## src/rtl/button_conditioner_pkg.sv

```systemverilog
// ---------------------------------------------------------------------------
// button_conditioner_pkg
// Shared types, constants and helpers for the button conditioner.
//   state_t    : per-channel debounce FSM state {STABLE, SETTLING}
//   cnt_width  : bits needed to hold the values 0..n
//   DEF_*      : default timing for a 100 MHz system clock
// ---------------------------------------------------------------------------
package button_conditioner_pkg;

    typedef enum logic [0:0] {
        STABLE   = 1'b0,
        SETTLING = 1'b1
    } state_t;

    // 100 MHz defaults: 10 ms debounce, 500 ms first repeat, 100 ms repeat rate
    localparam int DEF_SYNC_STAGES     = 2;
    localparam int DEF_DEBOUNCE_CYCLES = 1_000_000;
    localparam int DEF_REPEAT_DELAY    = 50_000_000;
    localparam int DEF_REPEAT_PERIOD   = 10_000_000;

    function automatic int cnt_width(input int n);
        return $clog2(n + 1);
    endfunction

endpackage

```

## src/rtl/button_conditioner_debounce_channel.sv

```systemverilog
// ---------------------------------------------------------------------------
// debounce_channel
// One input channel: synchroniser, counter-based debouncer and press/release
// edge detector, plus optional hold-to-repeat presses.
// Optional feature macro: BUTTON_CONDITIONER_REPEAT_EN (auto-repeat presses).
// Ports:
//   clock          in   system clock
//   reset_n        in   asynchronous active-low reset
//   raw_in         in   asynchronous pin level
//   level          out  debounced level (registered)
//   press          out  1-cycle pulse on accepted 0->1 and on repeats (registered)
//   release_pulse  out  1-cycle pulse on accepted 1->0 (registered)
//   pulse_next     out  value press|release_pulse takes at the next edge
// ---------------------------------------------------------------------------
module debounce_channel
    import button_conditioner_pkg::*;
#(
    parameter int   SYNC_STAGES     = DEF_SYNC_STAGES,
    parameter int   DEBOUNCE_CYCLES = DEF_DEBOUNCE_CYCLES,
    parameter logic RESET_BIT       = 1'b0,
    parameter int   REPEAT_DELAY    = DEF_REPEAT_DELAY,
    parameter int   REPEAT_PERIOD   = DEF_REPEAT_PERIOD
) (
    input  logic clock,
    input  logic reset_n,
    input  logic raw_in,
    output logic level,
    output logic press,
    output logic release_pulse,
    output logic pulse_next
);

    localparam int               CNT_W    = cnt_width(DEBOUNCE_CYCLES);
    localparam logic [CNT_W-1:0] CNT_LAST = CNT_W'(DEBOUNCE_CYCLES - 1);

    logic [SYNC_STAGES-1:0] sync_q, sync_d;
    state_t                 state_q, state_d;
    logic [CNT_W-1:0]       cnt_q, cnt_d;
    logic                   level_q, level_d;
    logic                   press_q, press_d;
    logic                   release_q, release_d;
    logic                   sample;
    logic                   accept;
    logic                   repeat_fire;

    assign sample = sync_q[SYNC_STAGES-1];

    always_comb begin
        sync_d  = {sync_q[SYNC_STAGES-2:0], raw_in};
        state_d = state_q;
        cnt_d   = cnt_q;
        level_d = level_q;
        accept  = 1'b0;
        case (state_q)
            STABLE: begin
                if (sample != level_q) begin
                    // A one-cycle debounce accepts immediately, never settling
                    if (DEBOUNCE_CYCLES == 1) begin
                        accept = 1'b1;
                    end else begin
                        state_d = SETTLING;
                        cnt_d   = CNT_W'(1);
                    end
                end else begin
                    cnt_d = '0;
                end
            end
            SETTLING: begin
                if (sample == level_q) begin
                    state_d = STABLE;       // glitch: back to the old level
                    cnt_d   = '0;
                end else if (cnt_q == CNT_LAST) begin
                    accept = 1'b1;
                end else begin
                    cnt_d = cnt_q + CNT_W'(1);
                end
            end
            default: begin
                state_d = STABLE;
                cnt_d   = '0;
            end
        endcase
        if (accept) begin
            state_d = STABLE;
            cnt_d   = '0;
            level_d = sample;
        end
    end

`ifdef BUTTON_CONDITIONER_REPEAT_EN
    localparam int REP_MAX = (REPEAT_DELAY > REPEAT_PERIOD) ? REPEAT_DELAY : REPEAT_PERIOD;
    localparam int REP_W   = cnt_width(REP_MAX);

    logic [REP_W-1:0] rep_cnt_q, rep_cnt_d;
    logic             rep_first_q, rep_first_d;   // first (long) repeat already fired

    always_comb begin
        rep_cnt_d   = rep_cnt_q;
        rep_first_d = rep_first_q;
        repeat_fire = 1'b0;
        if (accept) begin
            // Any accepted transition restarts the timer; a release here
            // also suppresses a repeat that would have landed this cycle.
            rep_cnt_d   = '0;
            rep_first_d = 1'b0;
        end else if (level_q) begin
            if (!rep_first_q && rep_cnt_q == REP_W'(REPEAT_DELAY - 1)) begin
                repeat_fire = 1'b1;
                rep_cnt_d   = '0;
                rep_first_d = 1'b1;
            end else if (rep_first_q && rep_cnt_q == REP_W'(REPEAT_PERIOD - 1)) begin
                repeat_fire = 1'b1;
                rep_cnt_d   = '0;
            end else begin
                rep_cnt_d = rep_cnt_q + REP_W'(1);
            end
        end
    end

    always_ff @(posedge clock or negedge reset_n) begin
        if (!reset_n) begin
            rep_cnt_q   <= '0;
            rep_first_q <= 1'b0;
        end else begin
            rep_cnt_q   <= rep_cnt_d;
            rep_first_q <= rep_first_d;
        end
    end
`else
    // Repeat timing is not built; the expression is constant zero.
    assign repeat_fire = (REPEAT_DELAY < 0) && (REPEAT_PERIOD < 0);
`endif

    assign press_d    = (accept && sample) || repeat_fire;
    assign release_d  = accept && !sample;
    assign pulse_next = press_d || release_d;

    always_ff @(posedge clock or negedge reset_n) begin
        if (!reset_n) begin
            sync_q    <= {SYNC_STAGES{RESET_BIT}};
            state_q   <= STABLE;
            cnt_q     <= '0;
            level_q   <= RESET_BIT;
            press_q   <= 1'b0;
            release_q <= 1'b0;
        end else begin
            sync_q    <= sync_d;
            state_q   <= state_d;
            cnt_q     <= cnt_d;
            level_q   <= level_d;
            press_q   <= press_d;
            release_q <= release_d;
        end
    end

    assign level         = level_q;
    assign press         = press_q;
    assign release_pulse = release_q;

endmodule

```

## src/rtl/button_conditioner.sv

```systemverilog
// ---------------------------------------------------------------------------
// button_conditioner
// Multi-channel conditioner for raw board inputs: each channel is synchronised,
// debounced and edge-detected independently by a debounce_channel instance.
// Optional feature macro: BUTTON_CONDITIONER_REPEAT_EN (auto-repeat presses).
// Ports:
//   clock          in   system clock
//   reset_n        in   asynchronous active-low reset
//   raw_in         in   [CHANNELS] asynchronous pin levels, active-high
//   level          out  [CHANNELS] debounced levels
//   press          out  [CHANNELS] 1-cycle press pulses
//   release_pulse  out  [CHANNELS] 1-cycle release pulses ("release" is a
//                       reserved word in SystemVerilog, hence the suffix)
//   changed        out  OR of all press/release pulses, same cycle
// ---------------------------------------------------------------------------
module button_conditioner
    import button_conditioner_pkg::*;
#(
    parameter int                  CHANNELS        = 4,
    parameter int                  SYNC_STAGES     = DEF_SYNC_STAGES,
    parameter int                  DEBOUNCE_CYCLES = DEF_DEBOUNCE_CYCLES,
    parameter logic [CHANNELS-1:0] RESET_LEVEL     = '0,
    parameter int                  REPEAT_DELAY    = DEF_REPEAT_DELAY,
    parameter int                  REPEAT_PERIOD   = DEF_REPEAT_PERIOD
) (
    input  logic                clock,
    input  logic                reset_n,
    input  logic [CHANNELS-1:0] raw_in,
    output logic [CHANNELS-1:0] level,
    output logic [CHANNELS-1:0] press,
    output logic [CHANNELS-1:0] release_pulse,
    output logic                changed
);

    logic [CHANNELS-1:0] pulse_next;
    logic                changed_q, changed_d;

    generate
        for (genvar gi = 0; gi < CHANNELS; gi++) begin : g_ch
            debounce_channel #(
                .SYNC_STAGES     (SYNC_STAGES),
                .DEBOUNCE_CYCLES (DEBOUNCE_CYCLES),
                .RESET_BIT       (RESET_LEVEL[gi]),
                .REPEAT_DELAY    (REPEAT_DELAY),
                .REPEAT_PERIOD   (REPEAT_PERIOD)
            ) u_ch (
                .clock         (clock),
                .reset_n       (reset_n),
                .raw_in        (raw_in[gi]),
                .level         (level[gi]),
                .press         (press[gi]),
                .release_pulse (release_pulse[gi]),
                .pulse_next    (pulse_next[gi])
            );
        end
    endgenerate

    // Registered from the channels' next-cycle pulses so it lines up exactly
    // with press/release_pulse.
    assign changed_d = |pulse_next;

    always_ff @(posedge clock or negedge reset_n) begin
        if (!reset_n) begin
            changed_q <= 1'b0;
        end else begin
            changed_q <= changed_d;
        end
    end

    assign changed = changed_q;

endmodule
```

## config.mk

```make
export PLATFORM = sky130hd
export DESIGN_NAME = button_conditioner
export DESIGN_NICKNAME = d
export VERILOG_FILES = /design/src/rtl/button_conditioner_pkg.sv /design/src/rtl/button_conditioner_debounce_channel.sv /design/src/rtl/button_conditioner.sv
export SDC_FILE = /design/constraint.sdc
export NUM_CORES = 1
export LEC_CHECK = 0
export BUFFER_PORTS_ARGS = -buffer_cell sky130_fd_sc_hd__buf_4
export CORE_MARGIN = 1.5
export CORE_UTILIZATION = 60
export CTS_CLUSTER_SIZE = 10
export DETAILED_ROUTE_END_ITERATION = 12
export GPL_TIMING_DRIVEN = 0
export PLACE_DENSITY = 0.84
export SLEW_MARGIN = 5
export SYNTH_ARGS = -nofsm -noshare
export SYNTH_HDL_FRONTEND = slang
export SYNTH_SLANG_ARGS = --single-unit
```

## constraint.sdc

```tcl
create_clock -name clock -period 4 [get_ports clock]
set_clock_uncertainty 0.1 [all_clocks]
set_input_delay 0.4 -clock clock [delete_from_list [all_inputs] [get_ports clock]]
set_output_delay 0.4 -clock clock [all_outputs]
set_load 0.005 [all_outputs]
```

==> results.md, run 1 <==
- Placed cell count: approximately 620
- Tcrit/Tclk final: approximately 62%
- Fin crit period: between 2000 and 2500 ps
- Dominant cell type by area after synthesis: dfrtp_1
- Fillcell total: a little under 600
- Die X: 94.0 µm
- First-pass GRT wire length: approximately 16000 µm
- Diode count: 0
- Row Count: 33
- TNS Setup: 0 ps
- MaxCap Viol Count: 0
- Max Buffers Root-to-Sink: 2
- Vias in the first global route: about 3500
- Ys async rst share: 100%
- Most numerous cell in the Yosys netlist: dfrtp_1
- Global route total overflow: 0
- Kind of end point of the critical path: register
- Final WL: 9140 µm
- Hold Vio Cnt, Final: between 50 and 60
- Final ANT Viol Nets: 0
- Die area: about 9000 µm²
- Clock-pin slew on the worst setup and hold paths: roughly 90 ps
- Fin. max-slew vios: 0
- Leakage: ~2.2 nW
- Post-synth net total: about 500
- Worst vdd ir: 0.000285 V
- Share of the synthesized area in the top cell type: 52.9%
- RD Place Congestion: about 0.9
- Core area: 8130 µm²
- Yosys warnings: 0
- Layout cell share with drive strength beyond 1: 11.0%
- Initial DRC count: around 190
- Cell Pwr Density: 322 nW/µm²
- Mapped Area: 4970 µm²
- Worst path required time: about 4100 ps
- DRC Markers: 0
- Total CTS buffers: 9
- Worst Setup Start Kind: register
- Worst skew pair latency: 350 ps
- CTS tree: built
- Post-CTS setup buffers: 0
- WL/cell: 14.5 µm
- Final setup violating endpoints: 0
- Total Routing Usage GR: a little under a quarter
- Largest net degree at the start of global routing: approximately 110
- Tightest Hold Check Type: input pin to asynchronous set/reset pin
- Min Hold Slack: -25.6 ps
- Seq/Total Area, Yosys: a little over half
- Area grow syn2layout: 9.52%
- Area contributors post-synth: dfrtp_1 (53%), xnor2_1 (6.0%), nor2_1 (5.6%), xor2_1 (3.3%), nand4_1 (2.8%)
- Setup CP Type: register to register
- RSZ-0062 raised after global routing: false
- Resized cells post-CTS: 0
- Synth Register Bits: roughly 110
- Max-slew headroom: 51.6%
- IO Count: 19
- Layout Cells excl Fill: 630
- CTS sink cnt: 105
- Dpl hpwl: between 6000 and 7000 µm
- Yosys cell types: 38
- Post-synth EDFFs: 0
- Post-Synthesis Cells: about 490
- Syn_area_per_cell: around 10 µm²
- Violated checks: negative hold slack
- Die height: around 94 µm
- Initial Utilization: between 60 and 70%
- Placement Setup Slack: between 1500 and 2000 ps
- Status: finished, violations left
- Initial antenna violation count: 0
- DR vias/cell: approximately 6
- Root buffer cell: clkbuf_8
- Hold bufs inserted after CTS: 0
- Final worst slack: 1510 ps
- Arr. time, crit path: roughly 2600 ps
- Fmax: 401 MHz
- Commonest cells post-synth: dfrtp_1 (105), nor2_1 (74), xnor2_1 (34)
- TritonRoute pass-1 iters: 5
- Routed vias: between 3000 and 4000
- H-Tree Depth: 3
- Final #Nets: between 500 and 600
- Ys flop type: dfrtp_1
- Worst Path Max Fanout: 10
- Worst-Margin Slew: 720 ps
- IO buf count: 18
-- metrics by stage --
stage	total power [mW]	area, µm²	utilization, %
finish	1.75	5440	66.9
global route	1.82	5440	66.9
CTS	1.77	5410	66.5
detailed placement	1.16	5240	64.4
global placement	1.16	5240	64.4
floorplan	1.13	4970	-
-- layer usage --
layer / share of wire (%) / up-vias / global-route usage [%] / wire length (µm)
met2: 52 / 76 / 40.2 / 4770
met5: 0 / - / 0 / 0
met3: 3.7 / 9 / 4.77 / 341
li1: - / 1787 / - / -
met1: 43 / 1829 / 29.0 / 3960
met4: 0.80 / 0 / 5.72 / 73
-- state kept, by name, summed over array words and instances (netlist names) --
signal                   flops
changed                      1
g_ch.u_ch.cnt_q             80
g_ch.u_ch.level              4
g_ch.u_ch.press              4
g_ch.u_ch.release_pulse      4
g_ch.u_ch.state_q            4
g_ch.u_ch.sync_q             8
-- worst paths after layout --
kind | startpoint | slack [ps] | cells past startpoint | end
worst max-delay path | g_ch[3].u_ch.cnt_q[0]$_DFFE_PN0P_ | 1510 | 6 | g_ch[3].u_ch.cnt_q[11]$_DFFE_PN0P_
worst min-delay path | reset_n | -30 | 2 | g_ch[1].u_ch.cnt_q[15]$_DFFE_PN0P_
worst max register to register | g_ch[3].u_ch.cnt_q[0]$_DFFE_PN0P_ | 1510 | 6 | g_ch[3].u_ch.cnt_q[11]$_DFFE_PN0P_
worst min register to register | g_ch[2].u_ch.sync_q[0]$_DFF_PN0_ | 250 | 0 | g_ch[2].u_ch.sync_q[1]$_DFF_PN0_
max in group asynchronous | reset_n | 3460 | 2 | g_ch[3].u_ch.cnt_q[4]$_DFFE_PN0P_
min in group clock | raw_in[3] | 50 | 1 | g_ch[3].u_ch.sync_q[0]$_DFF_PN0_
-- area by class of cell --
class / instances / area, µm² / share of cell area [%]
Timing Repair Buffer: 19 / 166 / 3.06
Inverter: 21 / 78.8 / 1.45
Tap cell: 105 / 131 / 2.41
Clock inverter: 3 / 43.8 / 0.805
Clock buffer: 11 / 131 / 2.41
Buffer: 21 / 139 / 2.55
Sequential cell: 105 / 2630 / 48.3
Multi-Input combinational cell: 345 / 2120 / 39.0
-- report_power, final --
group | leakage [nW] | switching, mW | internal [mW]
clock network | 0.0892 | 0.325 | 0.284
registers | 1.43 | 0.0128 | 1.07
logic | 0.675 | 0.0413 | 0.0187
-- cell families after synthesis --
kind of cell	after synthesis	share of synthesized area, %
xor+xnor	53	9.34
flops	105	52.9
buf+inv	42	4.38
compound gates	58	7.10
fa+ha+maj	4	1.01
mux	4	0.906
simple gates	226	24.4
-- worst max-delay path: stages (launching register included) --
cell and delay [ps]:
dfrtp_1 400, ha_1 220, and4_1 300, nand4_1 170
o211ai_1 630, clkbuf_1 430, nor2_1 110
-- layout by cell type, fill, tap and decap left out, types with 3 or more instances in the layout --
cell type	netlist	final
nand3_1	24	24
or4_1	18	18
mux2_2	4	4
nor2_1	74	74
o21ai_0	16	16
nand4b_1	4	4
xnor2_1	34	34
dfrtp_1	105	105
a211oi_1	4	4
clkbuf_8	0	9
clkbuf_1	7	9
inv_1	21	21
ha_1	4	4
buf_6	2	3
and4_1	4	4
nor4b_1	3	3
o31ai_1	9	9
xor2_1	19	19
nand2_1	22	22
nand4_1	22	22
nor3_1	13	13
and3_1	8	8
a21oi_1	25	25
or3_1	17	17
buf_4	12	29
Note: power is estimated with default switching activity, not from simulation.
==> run 2: changes to the inputs <==
ABC_AREA = 1   (was unset)
CORE_UTILIZATION = 56   (was 60)
PLACE_DENSITY = 0.82   (was 0.84)
clock period = 2.16 ns   (was 4 ns; I/O delays follow)
==> results.md, run 2 <==
- Share of the synthesized area in the top cell type: 47.5% (was 52.9%)
- DR vias/cell: 5.00 (was 5.87)
- Final setup violating endpoints: 0 (unchanged)
- WL/cell: 12.1 µm (was 14.5 µm)
- Area grow syn2layout: 10.4% (was 9.52%)
- Final ANT Viol Nets: 0 (unchanged)
- Commonest cells post-synth: nor2_1 (173), nand2_1 (159), dfrtp_1 (105) (was dfrtp_1 (105), nor2_1 (74), xnor2_1 (34))
- Routing usage on met1: 28.4% (was 29.0%)
- Max incr delay on CP: 400 ps (was 630 ps)
- Worst Setup Start Kind: register (unchanged)
- Max Buffers Root-to-Sink: 2 (unchanged)
- TNS Setup: 0 ps (unchanged)
- Most frequent cells in the layout: nor2_1 (173), nand2_1 (159), dfrtp_1 (105) (was dfrtp_1 (105), nor2_1 (74), xnor2_1 (34))
- Worst path required time: 2310 ps (was 4120 ps)
- Ys async rst share: 100% (unchanged)
- Largest regs: g_ch.u_ch.cnt_q: 80 flops, g_ch.u_ch.sync_q: 8 flops (unchanged)
- Dominant cell type by area after synthesis: dfrtp_1 (unchanged)
- Worst vdd ir: 0.000380 V (was 0.000285 V)
- Internal power: 2.59 mW (was 1.37 mW)
- Post-Synthesis Cells: 718 (was 492)
- Reg power frac: 59.9% (was 61.9%)
- Max-slew headroom: 71.6% (was 51.6%)
- Worst-Margin Slew: 427 ps (was 720 ps)
- Resized cells post-CTS: 0 (unchanged)
- Status: finished, final reports clean (was finished, violations left)
- IO buf count: 18 (unchanged)
- Routed vias: 4450 (was 3701)
- Area contributors post-synth: dfrtp_1 (47%), nor2_1 (12%), nand2_1 (11%), inv_1 (6.5%), xor2_1 (6.2%) (was dfrtp_1 (53%), xnor2_1 (6.0%), nor2_1 (5.6%), xor2_1 (3.3%), nand4_1 (2.8%))
- R2r setup slk: 300 ps (was 1510 ps)
- Synth Register Bits: 105 (unchanged)
- Clk pwr share: 36.2% (was 34.7%)
- Met3 usage: 3.49% (was 4.77%)
- Fin crit period: 1860 ps (was 2490 ps)
- Crit path buf inv count: 0 (was 1)
- Switching portion of total power: 22.7% (was 21.6%)
- Hold bufs inserted after CTS: 4 (was 0)
- Seq/Total Area, Yosys: 47.5% (was 52.9%)
- Largest net degree at the start of global routing: 106 (unchanged)
- Post-synth EDFFs: 0 (unchanged)
- Comb power frac: 3.9% (was 3.4%)
- Yosys warnings: 0 (unchanged)
- CTS sink cnt: 105 (unchanged)
- Root buffer cell: clkbuf_8 (unchanged)
- Placed Area: 5840 µm² (was 5240 µm²)
- Ys flop type: dfrtp_1 (unchanged)
- Cell Pwr Density: 547 nW/µm² (was 322 nW/µm²)
- Worst skew pair latency: 370 ps (was 350 ps)
- CP top delay family: simple AND/OR/NAND/NOR gates (was compound AO/OA/AOI/OAI gates)
- Die X: 102 µm (was 94.0 µm)
- R2R depth: 8 (was 6)
- First-pass GRT wire length: 18500 µm (was 16000 µm)
- Initial DRC count: 193 (unchanged)
- TritonRoute pass-1 iters: 5 (unchanged)
- Switching power: 0.757 mW (was 0.379 mW)
- RSZ-0062 raised after global routing: false (unchanged)
- Die area: 10500 µm² (was 8840 µm²)
- IO Count: 19 (unchanged)
- Most numerous cell in the Yosys netlist: nor2_1 (was dfrtp_1)
- Initial antenna violation count: 0 (unchanged)
- Row Count: 36 (was 33)
- Final WL: 10800 µm (was 9140 µm)
- DRC Markers: 0 (unchanged)
- Setup CP Type: register to register (unchanged)
- Mapped Area: 5540 µm² (was 4970 µm²)
- Fin. max-slew vios: 0 (unchanged)
- Kind of end point of the critical path: register (unchanged)
- Final #Nets: 763 (was 532)
- Total Routing Usage GR: 22.4% (was 22.9%)
- Slowest cell on the critical path: dfrtp_1 (was o211ai_1)
- Tcrit/Tclk final: 86.3% (was 62.3%)
- Initial Utilization: 57.2% (was 61.1%)
- Placed cell count: 869 (was 615)
- Diode count: 0 (unchanged)
- Arr. time, crit path: 2020 ps (was 2620 ps)
- Die height: 102 µm (was 94.0 µm)
- Dpl hpwl: 7930 µm (was 6360 µm)
- Leakage: 2.68 nW (was 2.19 nW)
- RD Place Congestion: 0.942 (was 0.902)
- Tightest Hold Check Type: input pin to asynchronous set/reset pin (unchanged)
- Design Area, Final: 6110 µm² (was 5440 µm²)
- Grt met2 use: 38.2% (was 40.2%)
- Post-CTS setup buffers: 0 (unchanged)
- CTS tree: built (unchanged)
- Crit path cell chain: ha_1, nand3_2, nor2_1, nand3_1, nor2_1, nor2_1, nand3_1, nor2_1 (was ha_1, and4_1, nand4_1, o211ai_1, clkbuf_1, nor2_1)
- Clock-pin slew on the worst setup and hold paths: 90 ps (about the same)
- Syn_area_per_cell: 7.71 µm² (was 10.1 µm²)
- Max FFs per register: 80 (unchanged)
- Worst Path Max Fanout: 5 (was 10)
- Register bank with the most flops: g_ch.u_ch.cnt_q (unchanged)
- H-Tree Depth: 3 (unchanged)
- Layout Cells excl Fill: 890 (was 630)
- Hold Vio Cnt, Final: 0 (was 53)
- Total CTS buffers: 9 (unchanged)
- Layout cell share with drive strength beyond 1: 10.2% (was 11.0%)
- CP dominant cell by count: nor2_1
- Most Crowded Layer GR: met2 (unchanged)
- Total power: 3.34 mW (was 1.75 mW)
- Yosys cell types: 23 (was 38)
- Commonest non-fill, non-tap cell in the layout: nor2_1 (was dfrtp_1)
- Core area: 9680 µm² (was 8130 µm²)
- Post-synth net total: 728 (was 502)
- Global route total overflow: 0 (unchanged)
- Fmax: 536 MHz (was 401 MHz)
- Vias in the first global route: 4347 (was 3519)
- MaxCap Viol Count: 0 (unchanged)
- RR Endpoint: g_ch[0].u_ch.cnt_q[19]$_DFFE_PN0P_ (was g_ch[3].u_ch.cnt_q[11]$_DFFE_PN0P_)
- Worst reg2reg path startpoint: g_ch[0].u_ch.cnt_q[0]$_DFFE_PN0P_ (was g_ch[3].u_ch.cnt_q[0]$_DFFE_PN0P_)
==> run 2: cell count changes in the layout (fill, tap and decap cells not counted), sizes merged, moves of 18 or more <==
cell / before / now
or4: 20 / 0
or3: 19 / 0
a21oi: 25 / 7
nor2: 74 / 193
xor2: 19 / 39
nand2: 22 / 161
xnor2: 34 / 8
inv: 21 / 96
nand3: 25 / 46
==> run 2: layer usage <==
| layer | up-vias | wire length (µm) |
|---|---|---|
| li1 | 2253 | - |
| met1 | 2080 | 4830 |
| met2 | 97 | 5350 |
| met3 | 20 | 394 |
| met4 | 0 | 207 |
| met5 | - | 0 |
==> run 2: kinds of logic (layout without fill, tap and decap cells) <==
group / Yosys count / after routing / share of synthesized area, %
compound gates: 23 / 23 / 2.40
xor+xnor: 47 / 47 / 7.44
fa+ha+maj: 4 / 4 / 0.904
buf+inv: 112 / 151 / 8.72
simple gates: 427 / 427 / 33.1
flops: 105 / 105 / 47.5
==> run 2: area by class of cell <==
type | instances | area (µm²)
Buffer | 16 | 123
Clock buffer | 10 | 138
Clock inverter | 5 | 56.3
Fill cell | 863 | 3570
Inverter | 96 | 360
Multi-Input combinational cell | 501 | 2430
Sequential cell | 105 | 2630
Tap cell | 133 | 166
Timing Repair Buffer | 24 | 216
==> run 2: worst max path at each step <==
stage,start,to,slack (ps),depth (start not counted)
global route,g_ch[0].u_ch.cnt_q[0]$_DFFE_PN0P_,g_ch[0].u_ch.cnt_q[18]$_DFFE_PN0P_,100,8
floorplan,g_ch[3].u_ch.cnt_q[0]$_DFFE_PN0P_,g_ch[3].u_ch.cnt_q[5]$_DFFE_PN0P_,610,9
CTS,g_ch[0].u_ch.cnt_q[0]$_DFFE_PN0P_,g_ch[0].u_ch.cnt_q[14]$_DFFE_PN0P_,280,7
global placement,g_ch[0].u_ch.cnt_q[0]$_DFFE_PN0P_,g_ch[0].u_ch.cnt_q[15]$_DFFE_PN0P_,290,7
finish,g_ch[0].u_ch.cnt_q[0]$_DFFE_PN0P_,g_ch[0].u_ch.cnt_q[19]$_DFFE_PN0P_,300,8
detailed placement,g_ch[0].u_ch.cnt_q[0]$_DFFE_PN0P_,g_ch[0].u_ch.cnt_q[14]$_DFFE_PN0P_,300,7
==> run 2: power groups by stage <==
| stage | logic, mW | clock network [mW] | registers, mW |
|---|---|---|---|
| after detailed placement | 0.120 | 0 | 2.04 |
| after global routing | 0.150 | 1.32 | 2.01 |
| after floorplan | 0.0593 | 0 | 2.04 |
| after global placement | 0.116 | 0 | 2.04 |
| after CTS | 0.126 | 1.24 | 2.00 |
| final | 0.130 | 1.21 | 2.00 |
==> run 2: stage by stage <==
stage / setup WS [ps] / hold WS (ps) / util (%)
3_5_place_dp: 298 / 226 / 60.3
3_3_place_gp: 289 / 226 / 60.3
2_1_floorplan: 608 / -180 / -
5_1_grt: 97.7 / 164 / 63.1
6_report: 296 / 151 / 63.1
4_1_cts: 278 / 81.9 / 62.7
